==> src/rtl/tristate_bus_arbiter.sv <==
// tristate_bus_arbiter
// Round-robin owner selection for a shared tri-state bus. Each requester
// drives the bus through its own x/en buffer; this block produces the
// one-hot enables (gnt), keeps them non-overlapping and inserts TURNAROUND
// all-off cycles between consecutive owners so the shared net never sees
// two drivers.
//
// Optional build macro: ARB_PREEMPT_EN
//   defined   - an owner is revoked after MAX_HOLD consecutive grant cycles
//               and preempt pulses for one cycle afterwards
//   undefined - owners keep the bus until done or request drop; preempt is
//               held at 0 and MAX_HOLD has no effect
module tristate_bus_arbiter #(
  parameter int NUM_REQ    = 4,
  parameter int MAX_HOLD   = 8,
  parameter int TURNAROUND = 1
) (
  input  logic                       clk,
  input  logic                       rst,
  input  logic [NUM_REQ-1:0]         req,
  input  logic [NUM_REQ-1:0]         done,
  output logic [NUM_REQ-1:0]         gnt,
  output logic [$clog2(NUM_REQ)-1:0] owner,
  output logic                       owner_vld,
  output logic                       preempt
);

  localparam int OW = $clog2(NUM_REQ);
  localparam int HW = $clog2(MAX_HOLD + 1);
  localparam int TW = $clog2(TURNAROUND + 1);

  typedef enum logic [1:0] {
    IDLE,
    GRANT,
    TURN
  } state_t;

  state_t            state;
  state_t            state_nxt;
  logic [NUM_REQ-1:0] gnt_nxt;
  logic [OW-1:0]     owner_nxt;
  logic              owner_vld_nxt;
  logic              preempt_nxt;
  logic [HW-1:0]     hold_cnt;
  logic [HW-1:0]     hold_cnt_nxt;
  logic [TW-1:0]     turn_cnt;
  logic [TW-1:0]     turn_cnt_nxt;
  logic [OW-1:0]     last_owner;
  logic [OW-1:0]     last_owner_nxt;

  logic              pick_vld;
  logic [OW-1:0]     pick_idx;
  logic              natural_rel;
  logic              hold_limit;
  int                scan_idx;
  logic [OW-1:0]     scan_sel;

  // Round-robin scan: first active request after last_owner, wrapping, so
  // the previous owner is examined last and only wins when alone.
  always_comb begin
    pick_vld = 1'b0;
    pick_idx = '0;
    scan_idx = 0;
    scan_sel = '0;
    for (int i = 1; i <= NUM_REQ; i++) begin
      scan_idx = int'(last_owner) + i;
      if (scan_idx >= NUM_REQ) begin
        scan_idx = scan_idx - NUM_REQ;
      end
      scan_sel = scan_idx[OW-1:0];
      if (!pick_vld && req[scan_sel]) begin
        pick_vld = 1'b1;
        pick_idx = scan_sel;
      end
    end
  end

  // Next-state and registered-output values for the IDLE/GRANT/TURN sequencer.
  always_comb begin
    state_nxt      = state;
    gnt_nxt        = gnt;
    owner_nxt      = owner;
    owner_vld_nxt  = owner_vld;
    preempt_nxt    = 1'b0;
    hold_cnt_nxt   = hold_cnt;
    turn_cnt_nxt   = turn_cnt;
    last_owner_nxt = last_owner;

    // Only the current owner's done/req lines can end a grant.
    natural_rel = done[owner] | ~req[owner];
    hold_limit  = 1'b0;
`ifdef ARB_PREEMPT_EN
    // A natural release on the same edge wins, so no preempt pulse then.
    hold_limit = (hold_cnt == HW'(MAX_HOLD - 1)) && !natural_rel;
`endif

    case (state)
      IDLE: begin
        if (pick_vld) begin
          state_nxt     = GRANT;
          gnt_nxt       = {{(NUM_REQ-1){1'b0}}, 1'b1} << pick_idx;
          owner_nxt     = pick_idx;
          owner_vld_nxt = 1'b1;
          hold_cnt_nxt  = '0;
        end
      end

      GRANT: begin
        if (natural_rel || hold_limit) begin
          state_nxt      = TURN;
          gnt_nxt        = '0;
          owner_vld_nxt  = 1'b0;
          last_owner_nxt = owner;
          turn_cnt_nxt   = '0;
          preempt_nxt    = hold_limit;
        end else if (hold_cnt != {HW{1'b1}}) begin
          hold_cnt_nxt = hold_cnt + 1'b1;
        end
      end

      TURN: begin
        if (turn_cnt == TW'(TURNAROUND - 1)) begin
          if (pick_vld) begin
            state_nxt     = GRANT;
            gnt_nxt       = {{(NUM_REQ-1){1'b0}}, 1'b1} << pick_idx;
            owner_nxt     = pick_idx;
            owner_vld_nxt = 1'b1;
            hold_cnt_nxt  = '0;
          end else begin
            state_nxt = IDLE;
          end
        end else begin
          turn_cnt_nxt = turn_cnt + 1'b1;
        end
      end

      default: begin
        state_nxt     = IDLE;
        gnt_nxt       = '0;
        owner_vld_nxt = 1'b0;
      end
    endcase
  end

  // State and output registers; reset restores req[0] as top priority.
  always_ff @(posedge clk) begin
    if (rst) begin
      state      <= IDLE;
      gnt        <= '0;
      owner      <= '0;
      owner_vld  <= 1'b0;
      preempt    <= 1'b0;
      hold_cnt   <= '0;
      turn_cnt   <= '0;
      last_owner <= OW'(NUM_REQ - 1);
    end else begin
      state      <= state_nxt;
      gnt        <= gnt_nxt;
      owner      <= owner_nxt;
      owner_vld  <= owner_vld_nxt;
      preempt    <= preempt_nxt;
      hold_cnt   <= hold_cnt_nxt;
      turn_cnt   <= turn_cnt_nxt;
      last_owner <= last_owner_nxt;
    end
  end

endmodule

==> config.mk <==
export PLATFORM = sky130hd
export DESIGN_NAME = tristate_bus_arbiter
export DESIGN_NICKNAME = d
export VERILOG_FILES = /design/src/rtl/tristate_bus_arbiter.sv
export SDC_FILE = /design/constraint.sdc
export NUM_CORES = 1
export LEC_CHECK = 0
export CORE_AREA = 3 3 40 42
export DETAILED_ROUTE_END_ITERATION = 10
export DIE_AREA = 0 0 43 45
export GPL_TIMING_DRIVEN = 0
export PLACE_DENSITY = 0.76
export SLEW_MARGIN = 20
export SYNTH_ARGS = -nofsm -noshare
export SYNTH_HDL_FRONTEND = slang
export SYNTH_SLANG_ARGS = --single-unit
==> constraint.sdc <==
create_clock -name clk -period 3.2 [get_ports clk]
set_clock_uncertainty 0.1 [all_clocks]
set_input_delay 0.64 -clock clk [delete_from_list [all_inputs] [get_ports clk]]
set_output_delay 0.64 -clock clk [all_outputs]
set_load 0.03 [all_outputs]
Word level (Yosys, flattened, before mapping):

Index checks and enable logic that the tools add are counted.

* bits in registers: 12
* bits of input ports: 10
* word-level logic and storage cells: 88

* add/sub/neg operators: 9
* $lt $le $gt $ge: 9
* eq/ne operators: 5
* shifts and indexed selects: 1
* multiplexer cells: 42
* bitwise operators: 2
* reductions and logical operators: 14

Operators with widths (count)
* 2-bit two-way mux: 13
* 2-bit by 3-bit less-than comparator with 1-bit output (second input constant): 5
* 1-bit two-way mux: 15
* 1-bit binary-select mux with 2-bit select: 6
* 4-bit two-way mux: 3
* 4-bit case mux with 3 select lines: 1
* 3-bit >= comparator (second input constant): 3
* 2-bit AND reduction: 4
* 2-bit by 1-bit subtractor with 2-bit output (second input constant): 4
* 2-bit by 2-bit adder with 3-bit output (second input constant): 2
* 2-bit != test (second input constant): 3
* 2-bit case mux with 3 select lines: 1
* 2-bit by 3-bit adder with 4-bit output (second input constant): 1
* 4-bit by 3-bit >= comparator with 1-bit output (second input constant): 1
* 2-bit case mux with 2 select lines: 1
* 2-bit nonzero test: 2
* 1-bit by 2-bit << shifter with 4-bit output (first input constant): 1
* 2-bit by 1-bit adder with 3-bit output (second input constant): 1
* 1-bit logical AND: 3
* 1-bit zero test: 3
* 1-bit case mux with 3 select lines: 1
* 3-bit AND reduction: 1
* 2-bit by 1-bit equality test with 1-bit output (second input constant): 1
* 2-bit equality test (second input constant): 1
* other kinds (5): 5

Logic depth before layout (Yosys ltp):

* word-level depth: 19
* depth in mapped cells: 5
* mapped depth without buffers: 4

Worst setup path after synthesis:

No wires, ideal clock.

* kind: input-to-reg
* from: input port req[1]
* to: register gnt[0]
* setup time: 123 ps
* data arrival time: 1637 ps
* required time: 2977 ps
* slack: 1340 ps
* cell stages on the path: 4
* buffers on the path: 0
* cells stage by stage: nor2b_1 -> mux4_2 -> a22o_1 -> o2bb2ai_1

* cells in the longest elaborated chain, start to end: 16
* elaborated cells on any way between the ends: 32
* those cells by class: eq/ne: 1; shift: 1; mux: 21; bitwise: 2; reduce/logical: 7

Ends and longest elaborated chain
* start, declared: line 20 `input logic [NUM_REQ-1:0] req,`
* 1-bit binary-select mux with 2-bit select: line 71 `if (!pick_vld && req[scan_sel]) begin`
* 1-bit two-way mux (implied by the code): line 71
* 1-bit two-way mux: line 71
* 1-bit zero test: line 71
* 1-bit logical AND: line 71
* 1-bit two-way mux: line 71
* 1-bit zero test: line 71
* 1-bit logical AND: line 71
* 1-bit two-way mux: line 71
* 1-bit zero test: line 71
* 1-bit logical AND: line 71
* 2-bit two-way mux: line 71
* 1-bit by 2-bit << shifter with 4-bit output: line 101, 125
* 4-bit two-way mux: line 99, 123
* 4-bit two-way mux: line 122 `if (turn_cnt == TW'(TURNAROUND - 1)) begin`
* 4-bit case mux with 3 select lines: line 97 `case (state)`
* end signal, assigned: line 158 `gnt <= gnt_nxt;`
* end, declared: line 22 `output logic [NUM_REQ-1:0] gnt,`

Parallel ways exist; a longest one is shown, timed or not. The select of a mux whose other input is x is not followed.
A chain may end at the register's enable or synchronous reset.

Worst setup path in the final report:

* from: input port req[3]
* to: register gnt[0]

The elaborated chain is that of the path after synthesis.

==> out/metrics.cfg <==
[power_and_ir_drop]
power.share.switching = 0.308
seqPwrFrac = 0.449
power.internal_uw = 249
combPwrFrac = 0.294
power_leakage_uw = 0.000294
ir_worst_vdd_uv = 264
p_sw_uw = 111
p_per_area_nw_per_um2 = 453
p_clk_frac = 0.257

[die]
dieArea_um2 = 1940
rows = 13
start_util = 0.459
io_pins = 18
fp.dieW_um = 43
core_um2 = 1280
dieHeight_um = 45

[outcome]
outcome = finished clean

[final_layout]
fillers = 136
area_growth_pct = 34.8
nNetsFinal = 98
multi_input_area_um2 = 345
n_antenna_cell = 0
seqCellArea_um2 = 220
drive_gt1_frac = 0.115

[sta]
timing.final.hold_violations = 0
slew_headroom = 0.562
period_minus_slack_ps = 2240
worst_slew_pin_slew_ps = 651
max_freq_mhz = 446
slew_violations = 0
rsz0062_at_grt = no
post-route-period-util = 0.700
setup_viol = 0
tns_ps = 0
fin_ws_ps = 959

[worst_setup_path]
cpPeakStageDelay_ps = 540
path_buf_inv = 1
worst-path-max-fanout = 6
crit_chain = clkdlybuf4s50_1 -> nor2b_4 -> mux4_2 -> a22o_1 -> o2bb2ai_1
crit_family = multiplexers
crit_arrival_ps = 2290
slowest_stage = mux4_2
crit_type = primary input to flip-flop
setup.worst_path.end_class = flip-flop
required_ps = 3250
startpoint_type = primary input

[global_routing]
antenna_found_initial = 0
gr-total-overflow = 0
grt_util_all_layers = 0.148
grt_pass1_wl_um = 2160
grt_max_degree = 11
grt_pass1_vias = 538

[logic_synthesis]
synth_area_leaders = dfxtp_1, o2bb2ai_1, nor2b_1
synth_fa_ha_area_frac = 0
yosys.area_share.simple = 0.231
synth-xor-area-share = 0
ys_seq_elements = 11
synth_area_um2 = 589
synth.distinct_cells = 29
yosysTopAreaCell = dfxtp_1
ys.warnings.count = 0
synth_top_family_by_area = compound AO/OA/AOI/OAI gates
synth_seq_area_share = 0.374
syn_area_per_cell_um2 = 8.80
synth.mux.area_fraction = 0.0934
synth-compound-area-share = 0.255
syn-num-nets = 77
synth_top_area_share = 0.374
syn_inst = 67

[cts]
ctsHtreeMaxLevel = 1
cts_root_buffer = clkbuf_4
path_clk_slew_ps = 60
cts_tree = done
cts_setup_buffers = 0
clockBufferDepth = 2
cts_made_buffers = 3
cts_resized = 0
clk_latency_ps = 260
cts_hold_buf = 0
clkSinkCount = 11

[drt]
routedWlPerCell_um = 12.6
vias = 563
met2_wirelength_um = 570
drc = 0
drtIter0Drc = 8
drt_wl_total_um = 1290
top_layer_used = met4
drt-met1-wl_um = 608
postRouteAntennaNets = 0
first_pass_iters = 2
vias_per_cell = 5.52
dr_wl_met3_um = 80

[placement]
post-place-ws_ps = 705
dp_hpwl_um = 980
portBuffers = 16
gp_congestion = 0.732

[job]
maxCapViolations = 0

[worst_hold_path]
hp-class = flip-flop to flip-flop

## logic make-up after synthesis
| logic type | Yosys count |
|---|---|
| flops | 11 |
| compound gates | 21 |
| other cells | 1 |
| simple gates | 25 |
| buf+inv | 5 |
| mux | 4 |
## area by class of cell
cell class / count / area share
Inverter: 2 / 0.00945
Multi-Input combinational cell: 51 / 0.435
Timing Repair Buffer: 16 / 0.202
Clock buffer: 4 / 0.0331
Tap cell: 15 / 0.0236
Buffer: 3 / 0.0205
Sequential cell: 11 / 0.277
## synth_stat cells
cell        n
o21ai_0     3
nor4_1      1
a31oi_1     2
mux4_2      1
o2bb2ai_1   4
conb_1      1
o221ai_1    1
nand2_1     4
o211ai_1    1
nor3_1      1
mux2_2      2
buf_2       1
o221a_2     1
a211oi_1    1
nor2_1      8
buf_4       1
o41a_1      1
clkbuf_1    1
a22o_1      1
inv_1       2
mux2i_1     1
nor2b_1     5
nand2b_1    2
nor2b_4     1
dfxtp_1    11
or4_1       1
nand3b_1    2
a21oi_1     5
a21o_1      1
## sequential cells by signal, indices dropped and copies added (netlist names)
register and cells:
owner_vld 1, owner 2, last_owner 2, gnt 4
state 2
## power by group through the flow
stage                     logic, µW  clock network [µW]  registers [µW]
after CTS                       107                95.2             162
after global routing            115                 104             164
after detailed placement        106                   0             165
after global placement          105                   0             165
final                           106                92.4             162
after floorplan                51.9                   0             179
## stage by stage
step | hold slack, ps | std cells | power [µW] | util | instance area (µm²)
5_1_grt | 387 | 102 | 383 | 0.618 | 795
4_1_cts | 372 | 102 | 364 | 0.618 | 795
6_report | 365 | 102 | 360 | 0.618 | 795
2_1_floorplan | 392 | 67 | 230 | - | 589
3_5_place_dp | 349 | 98 | 271 | 0.598 | 768
3_3_place_gp | 347 | 98 | 270 | 0.598 | 768
## layer usage
metal / global-route usage / vias up
met1: 0.180 / 257
met4: 0.0723 / 0
li1: - / 284
met3: 0.0359 / 4
met2: 0.246 / 18
met5: 0 / -
## cells in the final DEF (no fill, tap or decap)
cell / count
clkbuf_4: 3
nor2b_4: 1
clkdlybuf4s50_1: 16
nor4_1: 1
mux4_2: 1
o221ai_1: 1
mux2i_1: 1
o221a_2: 1
conb_1: 1
or4_1: 1
mux2_2: 2
nor2_1: 8
o211ai_1: 1
o21ai_0: 3
nor3_1: 1
buf_2: 1
a31oi_1: 2
nor2b_1: 5
clkbuf_1: 2
nand2b_1: 2
a21o_1: 1
a22o_1: 1
o41a_1: 1
nand2_1: 4
nand3b_1: 2
inv_1: 2
o2bb2ai_1: 4
buf_4: 1
dfxtp_1: 11
a21oi_1: 5
a211oi_1: 1
## final timing paths
kind / startpoint / end / slack, ps / depth (start not counted)
setup / recovery: req[3] / gnt[0] / 960 / 5
hold / removal: gnt[0] / gnt[0] / 370 / 1
setup reg to reg: owner[1] / gnt[0] / 1530 / 3
hold reg to reg: gnt[0] / gnt[0] / 370 / 1
(Power assumes the default switching activity.)
